**src/rtl/jelly_bean_taster.sv**
```systemverilog
// Slave-side jelly-bean taster: judges written recipes, returns the verdict on READ,
// and keeps saturating tallies plus a sticky alarm on a run of YUCKY beans.
//
// Streak tracker states
//   state      | meaning
//   ST_IDLE    | no YUCKY streak in progress (streak 0)
//   ST_STREAK  | 0 < streak < YUCKY_LIMIT, alarm not yet raised
//   ST_ALARMED | alarm raised; held until CLEAR or reset
module jelly_bean_taster #(
  parameter int CNT_W       = 8,
  parameter int YUCKY_LIMIT = 3
) (
  input  logic             clk,
  input  logic             rst_n,
  input  logic [2:0]       flavor,
  input  logic [1:0]       color,
  input  logic             sugar_free,
  input  logic             sour,
  input  logic [1:0]       command,
  output logic [1:0]       taste,
  output logic [6:0]       recipe,
  output logic [CNT_W-1:0] yummy_cnt,
  output logic [CNT_W-1:0] yucky_cnt,
  output logic [CNT_W-1:0] err_cnt,
  output logic             alarm
);

  localparam logic [1:0] CMD_NO_OP = 2'd0;
  localparam logic [1:0] CMD_READ  = 2'd1;
  localparam logic [1:0] CMD_WRITE = 2'd2;
  localparam logic [1:0] CMD_CLEAR = 2'd3;

  localparam logic [1:0] TASTE_UNKNOWN = 2'd0;
  localparam logic [1:0] TASTE_YUMMY   = 2'd1;
  localparam logic [1:0] TASTE_YUCKY   = 2'd2;

  localparam int STRK_W = $clog2(YUCKY_LIMIT + 1);
  localparam logic [STRK_W-1:0] LIMIT_S = STRK_W'(YUCKY_LIMIT);
  localparam logic [STRK_W:0]   LIMIT_W = (STRK_W + 1)'(YUCKY_LIMIT);

  typedef enum logic [1:0] {
    ST_IDLE    = 2'd0,
    ST_STREAK  = 2'd1,
    ST_ALARMED = 2'd2
  } state_t;

  state_t            state_q,   state_d;
  logic [STRK_W-1:0] streak_q,  streak_d;
  logic [1:0]        verdict_q, verdict_d;
  logic [1:0]        taste_q,   taste_d;
  logic [6:0]        recipe_q,  recipe_d;
  logic [CNT_W-1:0]  yummy_q,   yummy_d;
  logic [CNT_W-1:0]  yucky_q,   yucky_d;
  logic [CNT_W-1:0]  err_q,     err_d;
  logic              alarm_q,   alarm_d;

  logic              wr_legal;
  logic              is_yucky;
  logic [STRK_W:0]   streak_inc;
  logic              hit_limit;

  function automatic logic [CNT_W-1:0] sat_inc(input logic [CNT_W-1:0] v);
    return (&v) ? v : v + CNT_W'(1);
  endfunction

  assign wr_legal   = (flavor != 3'd0) && (flavor <= 3'd4) && (color != 2'd3);
  assign is_yucky   = ((flavor == 3'd4) && sour) ||
                      ((flavor == 3'd3) && !sugar_free && (color == 2'd1));
  assign streak_inc = (STRK_W + 1)'(streak_q) + (STRK_W + 1)'(1);
  assign hit_limit  = (streak_inc >= LIMIT_W);

  always_comb begin
    state_d   = state_q;
    streak_d  = streak_q;
    verdict_d = verdict_q;
    recipe_d  = recipe_q;
    yummy_d   = yummy_q;
    yucky_d   = yucky_q;
    err_d     = err_q;
    alarm_d   = alarm_q;
    taste_d   = TASTE_UNKNOWN;

    // Unknown command encodings fall into default and behave as NO_OP.
    case (command)
      CMD_READ: taste_d = verdict_q;
      CMD_WRITE: begin
        if (!wr_legal) begin
          err_d = sat_inc(err_q);
        end else begin
          recipe_d = {flavor, color, sugar_free, sour};
          if (is_yucky) begin
            verdict_d = TASTE_YUCKY;
            yucky_d   = sat_inc(yucky_q);
            streak_d  = hit_limit ? LIMIT_S : streak_inc[STRK_W-1:0];
            if (hit_limit) begin
              alarm_d = 1'b1;
              state_d = ST_ALARMED;
            end else if (state_q != ST_ALARMED) begin
              state_d = ST_STREAK;
            end
          end else begin
            verdict_d = TASTE_YUMMY;
            yummy_d   = sat_inc(yummy_q);
            streak_d  = '0;
            if (state_q != ST_ALARMED) state_d = ST_IDLE;
          end
        end
      end
      CMD_CLEAR: begin
        state_d   = ST_IDLE;
        streak_d  = '0;
        verdict_d = TASTE_UNKNOWN;
        recipe_d  = '0;
        yummy_d   = '0;
        yucky_d   = '0;
        err_d     = '0;
        alarm_d   = 1'b0;
      end
      default: ;
    endcase
  end

  always_ff @(posedge clk or negedge rst_n) begin
    if (!rst_n) begin
      state_q   <= ST_IDLE;
      streak_q  <= '0;
      verdict_q <= TASTE_UNKNOWN;
      taste_q   <= TASTE_UNKNOWN;
      recipe_q  <= '0;
      yummy_q   <= '0;
      yucky_q   <= '0;
      err_q     <= '0;
      alarm_q   <= 1'b0;
    end else begin
      state_q   <= state_d;
      streak_q  <= streak_d;
      verdict_q <= verdict_d;
      taste_q   <= taste_d;
      recipe_q  <= recipe_d;
      yummy_q   <= yummy_d;
      yucky_q   <= yucky_d;
      err_q     <= err_d;
      alarm_q   <= alarm_d;
    end
  end

  assign taste     = taste_q;
  assign recipe    = recipe_q;
  assign yummy_cnt = yummy_q;
  assign yucky_cnt = yucky_q;
  assign err_cnt   = err_q;
  assign alarm     = alarm_q;

`ifndef SYNTHESIS
  always @(posedge clk) begin
    if (rst_n) begin
      assert (!$isunknown(command))
        else $error("jelly_bean_taster: X/Z on command, treated as NO_OP");
    end
  end
`endif

endmodule

```
**config.mk**
```make
export PLATFORM = sky130hd
export DESIGN_NAME = jelly_bean_taster
export DESIGN_NICKNAME = d
export VERILOG_FILES = /design/src/rtl/jelly_bean_taster.sv
export SDC_FILE = /design/constraint.sdc
export NUM_CORES = 1
export LEC_CHECK = 0
export ABC_AREA = 1
export CAP_MARGIN = 0
export CORE_MARGIN = 2
export CORE_UTILIZATION = 53
export CTS_BUF_LIST = sky130_fd_sc_hd__clkbuf_8
export DETAILED_ROUTE_END_ITERATION = 12
export HOLD_SLACK_MARGIN = 0.12
export PLACE_DENSITY = 0.83
export SLEW_MARGIN = 10
export SYNTH_ARGS = -nofsm -noshare
export SYNTH_HDL_FRONTEND = slang
export SYNTH_SLANG_ARGS = --single-unit
```
**constraint.sdc**
```tcl
create_clock -name clk -period 1.9 [get_ports clk]
set_input_delay 0.38 -clock clk [delete_from_list [all_inputs] [get_ports clk]]
set_output_delay 0.38 -clock clk [all_outputs]
set_load 0.005 [all_outputs]
```
==> results of run 1 <==
[synthesized netlist by cell type (all sizes together)]
cell / number / area [sq um]
or2: 1 / 6.26
dfrtp: 38 / 951
xnor2: 2 / 17.5
a22oi: 1 / 7.51
clkbuf: 1 / 3.75
buf: 4 / 46.3
o21bai: 3 / 22.5
nor2: 31 / 139
a22o: 6 / 52.6
nand4: 6 / 37.5
inv: 29 / 109
a21oi: 5 / 25.0
ha: 4 / 50.1
a21o: 1 / 7.51
and3: 1 / 7.51
nand3: 28 / 153
nor3: 1 / 5.00
nand3b: 2 / 27.5
nand2: 90 / 350
o21ai: 20 / 100
[cells in the final DEF, fill, tap and decap left out, drive strengths merged]
master         netlist  final
ha                   4      4
inv                 29     29
dlygate4sd3          0      1
o21ai               20     20
dfrtp               38     38
o21bai               3      3
xnor2                2      2
buf                  4     20
nand3b               2      2
nand2               90     90
nor2                31     31
bufinv               0      1
clkinvlp             0      2
nand4                6      6
a21o                 1      1
clkdlybuf4s50        0     43
nor3                 1      1
and3                 1      1
a21oi                5      5
a22oi                1      1
a22o                 6      6
clkbuf               1      5
or2                  1      1
nand3               28     28
[routing by layer]
| layer | GRT usage (%) | vias up | routed length (um) |
|---|---|---|---|
| met5 | 0 | - | 0 |
| met4 | 7.14 | 0 | 59 |
| met3 | 6.00 | 9 | 246 |
| met2 | 46.4 | 73 | 2570 |
| met1 | 30.2 | 966 | 2140 |
| li1 | - | 1023 | - |
[sequential cells by signal, summed over array words and instances, names as in the netlist]
name       cells
err_cnt        8
verdict_q      2
yummy_cnt      8
alarm          1
yucky_cnt      8
streak_q       2
recipe         7
taste          2
[layout make-up]
| class | instances | area [sq um] | share of cell area [%] |
|---|---|---|---|
| Multi-Input combinational cell | 202 | 1010 | 35.3 |
| Sequential cell | 38 | 951 | 33.1 |
| Timing Repair Buffer | 64 | 626 | 21.8 |
| Inverter | 29 | 109 | 3.79 |
| Clock buffer | 5 | 68.8 | 2.40 |
| Tap cell | 48 | 60.1 | 2.09 |
| Clock inverter | 3 | 45.0 | 1.57 |
[cells by family (layout without fill, tap and decap cells)]
| family | after synthesis | in the layout | share of synthesized area (%) |
|---|---|---|---|
| buf+inv | 34 | 101 | 7.50 |
| flops | 38 | 38 | 44.9 |
| fa+ha+maj | 4 | 4 | 2.36 |
| simple gates | 160 | 160 | 34.3 |
| xor+xnor | 2 | 2 | 0.827 |
| compound gates | 36 | 36 | 10.2 |
[worst paths after layout]
kind                       slack, ns      endpoint  cells past startpoint
min in group asynchronous       0.55    err_cnt[2]                      2
max in group asynchronous       0.89  yucky_cnt[5]                      3
max reg2reg                     0.32  yucky_cnt[1]                      7
max                             0.11  yucky_cnt[1]                      9
min                             0.50     recipe[5]                      1
min reg2reg                     0.50     recipe[5]                      1
[metrics by stage]
stage / hold slack [ns] / instances / setup slack [ns] / utilization, %
2_1_floorplan: 0.0844 / 274 / 0.427 / -
3_3_place_gp: 0.349 / 380 / -0.151 / 73.3
3_5_place_dp: 0.350 / 380 / -0.191 / 73.3
4_1_cts: 0.511 / 389 / 0.109 / 76.6
5_1_grt: 0.527 / 389 / 0.0220 / 76.7
6_report: 0.505 / 389 / 0.107 / 76.7
[power by group]
part           internal [mW]  total (mW)  switching [mW]  leakage [nW]
sequential             0.899        1.01           0.110         0.515
combinational          0.307       0.544           0.237         0.820
clock                  0.390       0.705           0.315        0.0504
[repair_timing]
item	4_1_cts	5_1_grt
resized for setup	0	1
hold endpoints to repair	18	0
setup endpoints to repair	0	6
hold buffers	1	0
setup buffers	0	0
==> flow_metrics.py, run 1 <==
metrics = {
    "outcome": {
        "run_status": "complete, no violations",
    },
    "placement": {
        "detailed_place.area_sq_mm": 0.00274,
        "io_buffers": 44,
        "hpwl_um": 3700,
        "gp_routability_congestion": 0.872,
    },
    "final_layout": {
        "fillers": 288,
        "post-route-cell-area_sq_mm": 0.00287,
        "nets": 355,
        "area_growth_syn_to_layout_pct": 35.6,
        "final_layout_size_suffix_gt1_share_pct": 11.4,
        "insertedDiodeCount": 0,
    },
    "die": {
        "initial_utilization_pct": 56.6,
        "floorplan.rows": 22,
        "dieArea_sq_mm": 0.00452,
        "fp.coreArea_sq_mm": 0.00374,
        "fp.dieH_um": 67.2,
        "design.portCount": 45,
        "dieWidth_um": 67.2,
    },
    "drt": {
        "drtPass1Iterations": 5,
        "antenna_left": 0,
        "route.detailed.drc": 0,
        "avgRoutedWirePerCell_um": 12.9,
        "dr.first_iter.drc_count": 149,
        "route.detailed.vias_per_inst": 5.32,
        "postRouteWirelength_um": 5020,
        "total_number_of_vias": 2071,
    },
    "clocking": {
        "ctsHtreeMaxLevel": 2,
        "cts-buffers-inserted": 5,
        "numClockSinks": 38,
        "clk_lat_worst_skew_ns": 0.31,
        "clockBufferDepth": 2,
        "cts_tree": "yes",
        "cts.root.buffer_cell": "sky130_fd_sc_hd__clkbuf_8",
        "worst_setup_hold_path_clk_slew_ns": 0.08,
    },
    "synthesis": {
        "ys_types": 28,
        "yosysSeqAreaShare_pct": 44.9,
        "netlist_instances": 274,
        "syn_area_sq_mm": 0.00212,
        "net_count_of_the_mapped_netlist": 289,
        "yosys_warnings": 0,
        "yosys_register_bits": 38,
        "syn_avg_cell_area_sq_um": 7.73,
    },
    "setup_path": {
        "required_time_worst_endpoint_ns": 2.09,
        "r2r-start": "yucky_cnt[0]",
        "worst_setup_path_end_kind": "register",
        "critical-path-max-stage-delay_ns": 0.49,
        "worst_ep_arrival_time_ns": 1.98,
        "startpoint_type": "primary input",
        "top_family_by_delay_on_critical_path": "simple AND/OR/NAND/NOR gates",
        "worst_setup_path_startpoint": "flavor[1]",
        "worst_path_fanout_max": 13,
        "critPathKind": "primary input to register",
        "critical_path.n_buffers_inverters": 2,
        "path_cells": "clkdlybuf4s50_1, nor2_1, ha_1, nand3b_4, nand2_4, buf_12, nand3_4, nand2_1, o21ai_1",
        "worst_path_max_delay_cell": "sky130_fd_sc_hd__clkdlybuf4s50_1",
    },
    "grt": {
        "first_global_vias": 1979,
        "grt_first_pass_wirelength_um": 8690,
        "grt_max_degree": 21,
        "initial_antenna_violation_count": 0,
        "global_route.usage.total_pct": 25.6,
        "grt_overflow_total": 0,
    },
    "pwr": {
        "lkg_pwr_nw": 1.38,
        "power_per_cell_area_mw_per_mm2": 786,
        "worst_ir_drop_vdd_mv": 0.508,
        "power_consumption_mw": 2.26,
    },
    "timing": {
        "fin_tns_setup_ns": 0,
        "final_worst_path_period_share_pct": 94.4,
        "final_max_slew_viol_count": 0,
        "slew_headroom_pct": 69.4,
        "final.min_clock_period_ns": 1.79,
        "max_freq_mhz": 558,
        "hold_viol": 0,
        "unrepaired_setup_endpoints_after_global_routing": "no",
        "slew_of_the_pin_with_the_lowest_slew_margin_ns": 0.459,
        "worst_clock_skew_ns": 0.00743,
        "report.final.setup_viol": 0,
    },
    "job": {
        "max_cap_violations": 0,
    },
    "hold_path": {
        "hold_path_startpoint": "recipe[5]",
        "timing.hold.worst.class": "register to register",
    },
}
Note: power is estimated with default switching activity, not from simulation.
==> inputs of run 2 (changes only) <==
SLEW_MARGIN = default   (was 10)
==> results of run 2 <==
The final DEF is identical to that of run 1; final timing and power are the same.
